## src/rtl/mips16_fetch_if.sv

```systemverilog
// mips16_fetch_if: bundles the fetch-stage buses.
//   imem_*     : instruction memory read port (request/address out, data back)
//   redirect_* : branch/jump restart from downstream
//   out_*      : valid/ready instruction stream towards decode
//   perf_*     : delivered-instruction and starved-decode counters
// Modports: master = fetch unit side, slave = memory/decode/environment side.
interface mips16_fetch_if #(
  parameter int unsigned PC_W    = 13,
  parameter int unsigned INSTR_W = 16
);
  logic               imem_req;
  logic [PC_W-1:0]    imem_addr;
  logic [INSTR_W-1:0] imem_rdata;
  logic               redirect_valid;
  logic [PC_W-1:0]    redirect_pc;
  logic               out_valid;
  logic               out_ready;
  logic [INSTR_W-1:0] out_instr;
  logic [PC_W-1:0]    out_pc;
  logic [15:0]        perf_fetched;
  logic [15:0]        perf_bubbles;

  modport master (
    output imem_req, imem_addr,
    input  imem_rdata,
    input  redirect_valid, redirect_pc,
    output out_valid, out_instr, out_pc,
    input  out_ready,
    output perf_fetched, perf_bubbles
  );

  modport slave (
    input  imem_req, imem_addr,
    output imem_rdata,
    output redirect_valid, redirect_pc,
    input  out_valid, out_instr, out_pc,
    output out_ready,
    input  perf_fetched, perf_bubbles
  );
endinterface

```

## src/rtl/mips16_fetch_unit.sv

```systemverilog
// mips16_fetch_unit: instruction fetch stage for the 16-bit MIPS core.
// Owns the fetch PC, issues word reads to a 1-cycle-latency instruction memory,
// buffers returned words (tagged with their PC) in a small prefetch FIFO and
// presents them to decode through valid/ready. A redirect flushes the FIFO,
// squashes the in-flight read and restarts fetch at redirect_pc.
// Ports:
//   clk  - clock, all state on rising edge
//   rst  - synchronous active-high reset
//   bus  - mips16_fetch_if.master (imem, redirect, out stream, perf counters)
// Optional feature: define FETCH_PERF_EN to build the perf_fetched/perf_bubbles
// saturating counters; otherwise both read as zero and no counter flops exist.
module mips16_fetch_unit #(
  parameter int unsigned    PC_W       = 13,
  parameter int unsigned    INSTR_W    = 16,
  parameter int unsigned    FIFO_DEPTH = 4,
  parameter logic [PC_W-1:0] RESET_PC  = '0
) (
  input  logic             clk,
  input  logic             rst,
  mips16_fetch_if.master   bus
);

  localparam int unsigned PTR_W = $clog2(FIFO_DEPTH);
  localparam int unsigned CNT_W = PTR_W + 1;

  // Fetch PC and the single outstanding read
  logic [PC_W-1:0]    fetch_pc_q, fetch_pc_d;
  logic               inflight_q, inflight_d;
  logic [PC_W-1:0]    inflight_pc_q, inflight_pc_d;

  // Prefetch FIFO
  logic [INSTR_W-1:0] instr_mem_q [FIFO_DEPTH];
  logic [PC_W-1:0]    pc_mem_q    [FIFO_DEPTH];
  logic [PTR_W-1:0]   rd_ptr_q, rd_ptr_d;
  logic [PTR_W-1:0]   wr_ptr_q, wr_ptr_d;
  logic [CNT_W-1:0]   count_q, count_d;

  logic issue_c;
  logic push_c;
  logic pop_c;
  logic out_valid_c;

  // Credits include the outstanding read so a returning word always has a slot
  assign issue_c = !rst && !bus.redirect_valid &&
                   ((32'(count_q) + 32'(inflight_q)) < FIFO_DEPTH);

  // A response landing in a redirect cycle belongs to the old path and is dropped
  assign push_c      = inflight_q && !bus.redirect_valid;
  assign out_valid_c = (count_q != '0);
  assign pop_c       = out_valid_c && bus.out_ready;

  assign bus.imem_req  = issue_c;
  assign bus.imem_addr = fetch_pc_q;
  assign bus.out_valid = out_valid_c;
  assign bus.out_instr = out_valid_c ? instr_mem_q[rd_ptr_q] : '0;
  assign bus.out_pc    = out_valid_c ? pc_mem_q[rd_ptr_q]    : '0;

  // Next-state: flush on redirect, otherwise FIFO push/pop and issue
  always_comb begin
    fetch_pc_d    = fetch_pc_q;
    inflight_d    = 1'b0;
    inflight_pc_d = inflight_pc_q;
    rd_ptr_d      = rd_ptr_q;
    wr_ptr_d      = wr_ptr_q;
    count_d       = count_q;

    if (bus.redirect_valid) begin
      // The head handshake of this cycle still completes; everything else goes
      rd_ptr_d   = '0;
      wr_ptr_d   = '0;
      count_d    = '0;
      fetch_pc_d = bus.redirect_pc;
    end else begin
      if (push_c) begin
        wr_ptr_d = wr_ptr_q + PTR_W'(1);
      end
      if (pop_c) begin
        rd_ptr_d = rd_ptr_q + PTR_W'(1);
      end
      unique case ({push_c, pop_c})
        2'b10:   count_d = count_q + CNT_W'(1);
        2'b01:   count_d = count_q - CNT_W'(1);
        default: count_d = count_q;
      endcase
      if (issue_c) begin
        inflight_d    = 1'b1;
        inflight_pc_d = fetch_pc_q;
        // Natural truncation wraps the PC at 2^PC_W
        fetch_pc_d    = fetch_pc_q + PC_W'(1);
      end
    end
  end

  // Control state register
  always_ff @(posedge clk) begin
    if (rst) begin
      fetch_pc_q    <= RESET_PC;
      inflight_q    <= 1'b0;
      inflight_pc_q <= '0;
      rd_ptr_q      <= '0;
      wr_ptr_q      <= '0;
      count_q       <= '0;
    end else begin
      fetch_pc_q    <= fetch_pc_d;
      inflight_q    <= inflight_d;
      inflight_pc_q <= inflight_pc_d;
      rd_ptr_q      <= rd_ptr_d;
      wr_ptr_q      <= wr_ptr_d;
      count_q       <= count_d;
    end
  end

  // FIFO storage; contents are qualified by count so no reset is needed
  always_ff @(posedge clk) begin
    if (push_c) begin
      instr_mem_q[wr_ptr_q] <= bus.imem_rdata;
      pc_mem_q[wr_ptr_q]    <= inflight_pc_q;
    end
  end

`ifdef FETCH_PERF_EN
  logic [15:0] perf_fetched_q;
  logic [15:0] perf_bubbles_q;

  // Saturating counters; only reset clears them, redirect leaves them alone
  always_ff @(posedge clk) begin
    if (rst) begin
      perf_fetched_q <= '0;
      perf_bubbles_q <= '0;
    end else begin
      if (pop_c && (perf_fetched_q != 16'hFFFF)) begin
        perf_fetched_q <= perf_fetched_q + 16'd1;
      end
      if (bus.out_ready && !out_valid_c && (perf_bubbles_q != 16'hFFFF)) begin
        perf_bubbles_q <= perf_bubbles_q + 16'd1;
      end
    end
  end

  assign bus.perf_fetched = perf_fetched_q;
  assign bus.perf_bubbles = perf_bubbles_q;
`else
  assign bus.perf_fetched = '0;
  assign bus.perf_bubbles = '0;
`endif

endmodule

```

## src/flat_wrapper.sv

```systemverilog
// flat-port wrapper written by rule: the top's interface ports become plain ports
module mips16_fetch_unit_flat 
#(
  parameter int unsigned    PC_W       = 13,
  parameter int unsigned    INSTR_W    = 16,
  parameter int unsigned    FIFO_DEPTH = 4,
  parameter logic [PC_W-1:0] RESET_PC  = '0
)
  (clk, rst, bus_imem_req, bus_imem_addr, bus_imem_rdata, bus_redirect_valid, bus_redirect_pc, bus_out_valid, bus_out_instr, bus_out_pc, bus_out_ready, bus_perf_fetched, bus_perf_bubbles);
  mips16_fetch_if #(.PC_W(PC_W), .INSTR_W(INSTR_W)) bus_i ();
  input  logic clk;
  input  logic rst;
  output wire logic [$bits(bus_i.imem_req)-1:0] bus_imem_req;
  output wire logic [$bits(bus_i.imem_addr)-1:0] bus_imem_addr;
  input wire logic [$bits(bus_i.imem_rdata)-1:0] bus_imem_rdata;
  input wire logic [$bits(bus_i.redirect_valid)-1:0] bus_redirect_valid;
  input wire logic [$bits(bus_i.redirect_pc)-1:0] bus_redirect_pc;
  output wire logic [$bits(bus_i.out_valid)-1:0] bus_out_valid;
  output wire logic [$bits(bus_i.out_instr)-1:0] bus_out_instr;
  output wire logic [$bits(bus_i.out_pc)-1:0] bus_out_pc;
  input wire logic [$bits(bus_i.out_ready)-1:0] bus_out_ready;
  output wire logic [$bits(bus_i.perf_fetched)-1:0] bus_perf_fetched;
  output wire logic [$bits(bus_i.perf_bubbles)-1:0] bus_perf_bubbles;
  assign bus_imem_req = bus_i.imem_req;
  assign bus_imem_addr = bus_i.imem_addr;
  assign bus_i.imem_rdata = bus_imem_rdata;
  assign bus_i.redirect_valid = bus_redirect_valid;
  assign bus_i.redirect_pc = bus_redirect_pc;
  assign bus_out_valid = bus_i.out_valid;
  assign bus_out_instr = bus_i.out_instr;
  assign bus_out_pc = bus_i.out_pc;
  assign bus_i.out_ready = bus_out_ready;
  assign bus_perf_fetched = bus_i.perf_fetched;
  assign bus_perf_bubbles = bus_i.perf_bubbles;
  mips16_fetch_unit #(.PC_W(PC_W), .INSTR_W(INSTR_W), .FIFO_DEPTH(FIFO_DEPTH), .RESET_PC(RESET_PC)) u_core (.clk(clk), .rst(rst), .bus(bus_i));
endmodule
```

## config.mk

```make
export PLATFORM = sky130hd
export DESIGN_NAME = mips16_fetch_unit_flat
export DESIGN_NICKNAME = d
export VERILOG_FILES = /design/src/rtl/mips16_fetch_if.sv /design/src/rtl/mips16_fetch_unit.sv /design/src/flat_wrapper.sv
export SDC_FILE = /design/constraint.sdc
export NUM_CORES = 1
export LEC_CHECK = 0
export ABC_AREA = 1
export CAP_MARGIN = 25
export CORE_UTILIZATION = 30
export CTS_BUF_LIST = sky130_fd_sc_hd__clkbuf_8
export DETAILED_ROUTE_END_ITERATION = 12
export GPL_TIMING_DRIVEN = 0
export PLACE_DENSITY = 0.52
export SLEW_MARGIN = 20
export SYNTH_ARGS = -nofsm -noshare
export SYNTH_HDL_FRONTEND = slang
export SYNTH_SLANG_ARGS = --single-unit
```

## constraint.sdc

```tcl
create_clock -name clk -period 5.15 [get_ports clk]
set_clock_uncertainty 0.2 [all_clocks]
set_input_delay 0.515 -clock clk [delete_from_list [all_inputs] [get_ports clk]]
set_output_delay 0.515 -clock clk [all_outputs]
set_load 0.02 [all_outputs]
```

# Word level (Yosys, flattened, before mapping)
# Memories as Yosys holds them, arrays and structs flattened. A register that Yosys moved wholly into a read port is not among the register bits.
# Cells that the tools add are included.
# op_classes
add_sub_neg,6
n_mux,12
n_reduce_logical,11
magnitude_cmp,1
n_bitwise,1
eq_ne,2
# ops
cell,count
$mux 13,3
$lt 32x3->1 const B,1
$mux 16,1
$add 13x1->13 const B,1
$mux 2,4
$pmux 3 s2,1
$add 2x1->2 const B,2
$add 3x1->4,1
$logic_and 1x1->1,4
$reduce_bool 2->1,2
$add 3x1->3 const B,1
$mux 1,3
$reduce_bool 3->1,1
$sub 3x1->3 const B,1
$eq 2x1->1 const B,1
$eq 2x2->1 const B,1
$logic_not 1->1,2
$reduce_and 2->1,1
$reduce_or 2->1,1
$not 1->1,1
# word_totals
mem_bits_rw,116
word_cells,41
n_memories,2
ff_bits,34
inputBits,33
out_inout_bits,76
# memory_table
memory,words,word_bits,read_ports,rd_ports_with_merged_regs,wr,line_no,text
u_core.instr_mem_q,4,16,1,1,1,mips16_fetch_unit.sv:32,logic [INSTR_W-1:0] instr_mem_q [FIFO_DEPTH];
u_core.pc_mem_q,4,13,1,1,1,mips16_fetch_unit.sv:33,logic [PC_W-1:0] pc_mem_q [FIFO_DEPTH];

# Depth between registers and ports, before layout
# Gate-level depths: netlist of run 1.
# logic_depth
depth_word,5
depth_mapped,9
ltp_nobuf,9

# Worst setup path before layout of run 1
# Ideal clock, no wire load.
# synth_path
path_type,input port to flip-flop
start,input bus_redirect_valid
end,"memory u_core.instr_mem_q[0][0], enable pin"
cell_stages,3
setup_slack_ns,2.472
arrival_time_ns,2.063
setup_time_ns,0.415
path_buffers,0
t_required_ns,4.535
path_cell_list,inv_1 nand2_1 nor2_1
# synth_via
elab_chain_cells,4
# synth_rtl
element,line_no,text
from (decl),flat_wrapper.sv:16,input wire logic [$bits(bus_i.redirect_valid)-1:0] bus_redirect_valid;
$logic_not 1->1,mips16_fetch_unit.sv:48,assign push_c = inflight_q && !bus.redirect_valid;
$logic_and 1x1->1,mips16_fetch_unit.sv:48,
$mux 1,mips16_fetch_unit.sv:115,if (push_c) begin
$mux 1 (not written as such),mips16_fetch_unit.sv:116,instr_mem_q[wr_ptr_q] <= bus.imem_rdata;
to (decl),mips16_fetch_unit.sv:32,
# No other way between the ends.

==> flow_metrics.env, run 1 <==
export IMPL_die_h_um=150
export IMPL_max_freq_mhz=308
export IMPL_cts_tree="done"
export IMPL_io_pins=109
export IMPL_syn_area_per_cell_um2=10.4
export IMPL_hold_worst_slack_ps=75.1
export IMPL_post_synth_top_area_cell="edfxtp_1"
export IMPL_synth_seq_area_share_pct=64.3
export IMPL_setup_viol=0
export IMPL_path_cells="buf_2 -> buf_2 -> buf_4 -> nor2_1 -> nor2_1 -> o21ai_0 -> a21oi_1 -> clkdlybuf4s50_1"
export IMPL_cp_top_family="buffers and inverters"
export IMPL_period_minus_slack_ps=3250
export IMPL_hold_path_depth=2
export IMPL_grt_pass1_wl_um=23300
export IMPL_rsz0062_at_grt="no"
export IMPL_slew_violations=0
export IMPL_numCtsBuffers=17
export IMPL_clk_pin_slew_ps=80
export IMPL_post_route_period_util_pct=63.0
export IMPL_syn2layout_area_growth_pct=26.6
export IMPL_port_buffer_count=75
export IMPL_worst_slew_pin_slew_ps=651
export IMPL_finalSetupTns_ps=0
export IMPL_outcome="complete, no violations"
export IMPL_hold_buffers=0
export IMPL_worst_ir_drop_vdd_mv=0.164
export IMPL_critical_path_required_ps=4430
export IMPL_hold_end="u_core.inflight_pc_q[11]"
export IMPL_gp_congestion=0.735
export IMPL_dp_hpwl_um=10000
export IMPL_drt_first_iter_violations=278
export IMPL_timing_slew_headroom_pct=56.5
export IMPL_timing_rr_end="u_core.count_q[2]"
export IMPL_rows=53
export IMPL_vias_per_cell=4.30
export IMPL_netlist_top_cells_area="edfxtp_1 53%, dfxtp_1 11%, nor2_1 8.7%"
export IMPL_r2r_worst_path_cells=9
export IMPL_cts_setup_buffers=0
export IMPL_hold_class="in2reg"
export IMPL_syn_area_um2=6540
export IMPL_grt_pass1_vias=4352
export IMPL_drive_above_1_share_pct=13.4
export IMPL_antenna_found_initial=0
export IMPL_start_util_pct=30.8
export IMPL_cp_max_fo=10
export IMPL_drv_cap=0
export IMPL_async_flop_share_pct=0
export IMPL_slowest_stage="clkdlybuf4s50_1"
export IMPL_post_cts_resized=0
export IMPL_yosysTopAreaCellShare_pct=53.3
export IMPL_postRouteAntennaNets=0
export IMPL_p_leak_nw=3.03
export IMPL_p_per_area_nw_per_um2=303
export IMPL_dr_pass1_iters=7
export IMPL_insertedDiodeCount=0
export IMPL_fin_cells=1046
export IMPL_synth_edff_count=116
export IMPL_yosysWarningCount=0
export IMPL_worstSetupStartpointType="register"
export IMPL_crit_buf_inv=4
export IMPL_coreArea_um2=21200
export IMPL_timing_hold_violations_final=0
export IMPL_cts_root_buf="clkbuf_8"
export IMPL_cpPeakStageDelay_ps=650
export IMPL_synth_cells=629
export IMPL_min_from="rst"
export IMPL_setup_worst_path_class="reg2out"
export IMPL_synth_distinct_cells=34
export IMPL_totalWireLength_um=14700
export IMPL_vias=4498
export IMPL_dpl_cell_count=1014
export IMPL_clk_latency_ps=440
export IMPL_h_tree_depth=4
export IMPL_r2r_start="u_core.count_q[0]"
export IMPL_die_area_um2=22400
export IMPL_end_kind="primary output"
export IMPL_synth_seq_cells=152
export IMPL_synthFlopType="edfxtp_1"
export IMPL_post_route_util_pct=39.0
export IMPL_drc=0
export IMPL_regToRegSetupSlack_ps=2970
export IMPL_clkSinkCount=152
export IMPL_clock_tree_buffer_depth=2
export IMPL_grt_max_degree=19
export IMPL_num_nets_final=798
export IMPL_gr_total_overflow=0
export IMPL_grtUsageTotal_pct=14.0
export IMPL_die_x_um=150
export IMPL_wire_per_inst_um=14.1
export IMPL_worstPathArrival_ps=2530
==> cell usage after synthesis, types with 3 or more instances <==
library cell,n
a211oi_2,3
nand3_1,16
nor2_1,152
nand2_1,48
clkbuf_1,11
inv_1,38
o21ai_0,77
buf_2,9
nand4_1,3
edfxtp_1,116
a21oi_1,51
dfxtp_1,36
ha_1,6
buf_4,34
nand3_2,3
==> routing by layer <==
metal | global-route usage (%) | share of wire, % | wire length [um] | vias up
li1 | - | - | - | 2331
met1 | 17.5 | 45 | 6580 | 2047
met2 | 23.7 | 49 | 7290 | 111
met3 | 3.81 | 5.2 | 764 | 9
met4 | 3.83 | 0.72 | 106 | 0
met5 | 0 | 0 | 0 | -
==> state kept, by name, summed over array words and instances, names as in the netlist, named ones only <==
name                  count
u_core.inflight_pc_q     13
u_core.rd_ptr_q           2
u_core.count_q            3
u_core.bus.imem_addr     13
u_core.wr_ptr_q           2
u_core.inflight_q         1
u_core.pc_mem_q          52
u_core.instr_mem_q       64
==> layout by cell type, fill, tap and decap left out, types with 3 or more instances in the layout <==
| cell type | Yosys | layout |
|---|---|---|
| buf_4 | 34 | 34 |
| dfxtp_1 | 36 | 36 |
| a21oi_1 | 51 | 51 |
| nand3_1 | 16 | 16 |
| conb_1 | 1 | 32 |
| clkbuf_8 | 0 | 17 |
| nand2_1 | 48 | 48 |
| o21ai_0 | 77 | 77 |
| ha_1 | 6 | 6 |
| buf_2 | 9 | 9 |
| nand3_2 | 3 | 3 |
| clkdlybuf4s50_1 | 0 | 75 |
| edfxtp_1 | 116 | 116 |
| a211oi_2 | 3 | 3 |
| buf_16 | 0 | 3 |
| nor2_1 | 152 | 148 |
| nand4_1 | 3 | 3 |
| inv_1 | 38 | 38 |
| clkinvlp_4 | 0 | 3 |
| clkbuf_1 | 11 | 11 |
| nor2_4 | 1 | 5 |
| inv_6 | 0 | 6 |
==> report_power, final <==
part           switching (mW)  internal, mW  total [mW]
Sequential             0.0230          1.34        1.36
Clock                   0.468         0.441       0.909
Combinational           0.132        0.0991       0.231
==> area by class of cell <==
class | instances | area (um2)
inverters | 40 | 153
fillers | 2138 | 12900
flip-flops and latches | 152 | 4200
multi-input cells | 407 | 1930
clock inverters | 15 | 165
plain buffers | 61 | 397
well taps | 275 | 344
repair buffers | 79 | 848
clock buffers | 17 | 234
==> worst register-to-register path, stage by stage (launching register included) <==
cell	delay (ps)
dfxtp_1	410
nor3_2	110
nor2_1	280
ha_1	200
inv_1	70
fa_1	370
a21oi_1	140
o21ai_0	110
xor2_1	150
nor2_1	50
==> kinds of logic after synthesis <==
| family | share of synthesized area (%) |
|---|---|
| compound gates | 11.1 |
| xor+xnor | 0.402 |
| simple gates | 14.2 |
| fa+ha+maj | 1.45 |
| flops | 64.3 |
| buf+inv | 8.40 |
| other cells | 0.0574 |
==> metrics by stage <==
| step | instance area [um2] | total power, mW | setup slack [ps] |
|---|---|---|---|
| after global placement | 7750 | 1.62 | 618 |
| after CTS | 8280 | 2.53 | 1770 |
| after global routing | 8280 | 2.60 | 1720 |
| after floorplan | 6650 | 1.52 | 2470 |
| after detailed placement | 7880 | 1.62 | 1930 |
| final | 8280 | 2.50 | 1900 |
==> how the worst max path moves through the flow <==
stage | from | to | slack (ps) | depth (start not counted)
floorplan | bus_redirect_valid | u_core.instr_mem_q[0][0] | 2470 | 3
global placement | bus_redirect_valid | u_core.instr_mem_q[3][7] | 620 | 4
detailed placement | bus_redirect_valid | bus_imem_req | 1930 | 6
CTS | register | bus_out_pc[9] | 1770 | 7
global route | register | bus_out_pc[9] | 1720 | 7
finish | register | bus_out_pc[7] | 1900 | 8
(Power assumes the default switching activity.)
==> run 2, diff against run 1 <==
clock period = 3.02 ns   (was 5.15 ns; I/O delays follow)
==> flow_metrics.env, run 2 (synthesis gave the netlist of run 1 again) <==
export IMPL_outcome="complete, no violations"
export IMPL_num_nets_final=799
export IMPL_postRouteAntennaNets=0
export IMPL_clk_latency_ps=440
export IMPL_drt_first_iter_violations=266
export IMPL_setup_worst_path_class="reg2out"
export IMPL_p_clk_share_pct=36.3
export IMPL_regToRegSetupSlack_ps=850
export IMPL_grt_pass1_wl_um=23300
export IMPL_numCtsBuffers=17
export IMPL_die_x_um=150
export IMPL_grtUsageTotal_pct=14.0
export IMPL_fin_cells=1047
export IMPL_power_switching_mw=1.06
export IMPL_cts_root_buf="clkbuf_8"
export IMPL_grt_max_degree=19
export IMPL_dp_hpwl_um=10000
export IMPL_insertedDiodeCount=0
export IMPL_dpl_cell_count=1014
export IMPL_vias_per_cell=4.29
export IMPL_timing_hold_violations_final=0
export IMPL_post_route_period_util_pct=95.2
export IMPL_p_int_mw=3.21
export IMPL_totalWireLength_um=14800
export IMPL_detailedPlace_worstSlack_ps=47.3
export IMPL_h_tree_depth=4
export IMPL_hold_path_depth=2
export IMPL_vias=4491
export IMPL_p_seq_share_pct=54.5
export IMPL_gp_congestion=0.735
export IMPL_start_util_pct=30.8
export IMPL_worst_slew_pin_slew_ps=653
export IMPL_worstSetupStartpointType="register"
export IMPL_worstPathArrival_ps=2370
export IMPL_worst_ir_drop_vdd_mv=0.278
export IMPL_clock_tree_buffer_depth=2
export IMPL_clk_pin_slew_ps=90
export IMPL_drv_cap=0
export IMPL_cts_setup_buffers=0
export IMPL_syn2layout_area_growth_pct=27.4
export IMPL_coreArea_um2=21200
export IMPL_wire_per_inst_um=14.1
export IMPL_final_cell_mix="148 x nor2_1, 116 x edfxtp_1, 77 x o21ai_0"
export IMPL_dr_pass1_iters=4
export IMPL_cp_max_fo=10
export IMPL_switching_share_pct=24.9
export IMPL_end_kind="primary output"
export IMPL_critical_path_required_ps=2520
export IMPL_max_freq_mhz=348
export IMPL_cts_tree="done"
export IMPL_hold_class="reg2reg"
export IMPL_gr_total_overflow=0
export IMPL_slew_violations=0
export IMPL_timing_slew_headroom_pct=56.4
export IMPL_rows=53
export IMPL_rsz0062_at_grt="no"
export IMPL_die_area_um2=22400
export IMPL_drc=0
export IMPL_fillers=2141
export IMPL_combPwrFrac_pct=9.2
export IMPL_power_mw=4.27
export IMPL_largest_reg_flops=64
export IMPL_antenna_found_initial=0
export IMPL_p_per_area_nw_per_um2=512
export IMPL_die_h_um=150
export IMPL_setup_slack_ps=145
export IMPL_grt_pass1_vias=4356
export IMPL_period_minus_slack_ps=2870
export IMPL_io_pins=109
export IMPL_largestRegisters="u_core.instr_mem_q: 64 flops, u_core.pc_mem_q: 52 flops"
export IMPL_port_buffer_count=75
export IMPL_p_leak_nw=3.30
export IMPL_r2r_worst_path_cells=9
export IMPL_clkSinkCount=152
export IMPL_layout_commonest_cell="nor2_1"
export IMPL_largest_register="u_core.instr_mem_q"
export IMPL_setup_viol=0
export IMPL_drive_above_1_share_pct=14.4
## run 2: per-stage QoR
| step | cell area [um2] | setup TNS [ps] | hold WS [ps] | utilization (%) |
|---|---|---|---|---|
| floorplan | 6650 | 0 | 201 | - |
| global placement | 7750 | -142080 | 254 | 36.5 |
| detailed placement | 7880 | 0 | 262 | 37.1 |
| CTS | 8300 | 0 | 260 | 39.1 |
| global route | 8330 | 0 | 267 | 39.3 |
| finish | 8330 | 0 | 276 | 39.3 |
## run 2: critical path, cell delays in order, from the launching register on
cell and delay, ps:
dfxtp_1 340, buf_2 140, buf_2 240, buf_4 230
nor2_1 60, nor2_1 70, o21ai_0 80, a21oi_1 150
clkdlybuf4s50_1 620
## run 2: cell type report
class	instances	area (um2)	area share (%)
inverters	40	153	1.83
multi-input cells	407	1930	23.2
flip-flops and latches	152	4200	50.5
plain buffers	61	414	4.97
clock inverters	15	165	1.98
repair buffers	80	887	10.6
clock buffers	17	234	2.81
well taps	275	344	4.13
## run 2: power groups by stage
stage	clock network (mW)	registers [mW]	logic, mW
CTS	1.59	2.33	0.400
global placement	0	2.37	0.390
floorplan	0	2.37	0.222
global route	1.67	2.33	0.437
finish	1.55	2.33	0.394
detailed placement	0	2.37	0.397
## run 2: timing repair
action / CTS / global route
hold buffers: 1 / 0
cloned: 0 / 0
endpoints found under the hold margin: 9 / 0
endpoints found under the setup margin: 14 / 17
gates resized for setup: 11 / 18
## run 2: layer usage
metal	vias up	part of all wire, %	track usage (%)
li1	2333	-	-
met1	2040	45	17.4
met2	114	49	23.8
met3	4	5.4	3.81
met4	0	0.49	3.83
met5	-	0	0
## run 2: final timing paths
kind / startpoint / end
min reg2reg: u_core.rd_ptr_q[1] / register
min: u_core.rd_ptr_q[1] / register
max reg2reg: u_core.count_q[0] / u_core.count_q[2]
max: register / bus_out_instr[9]
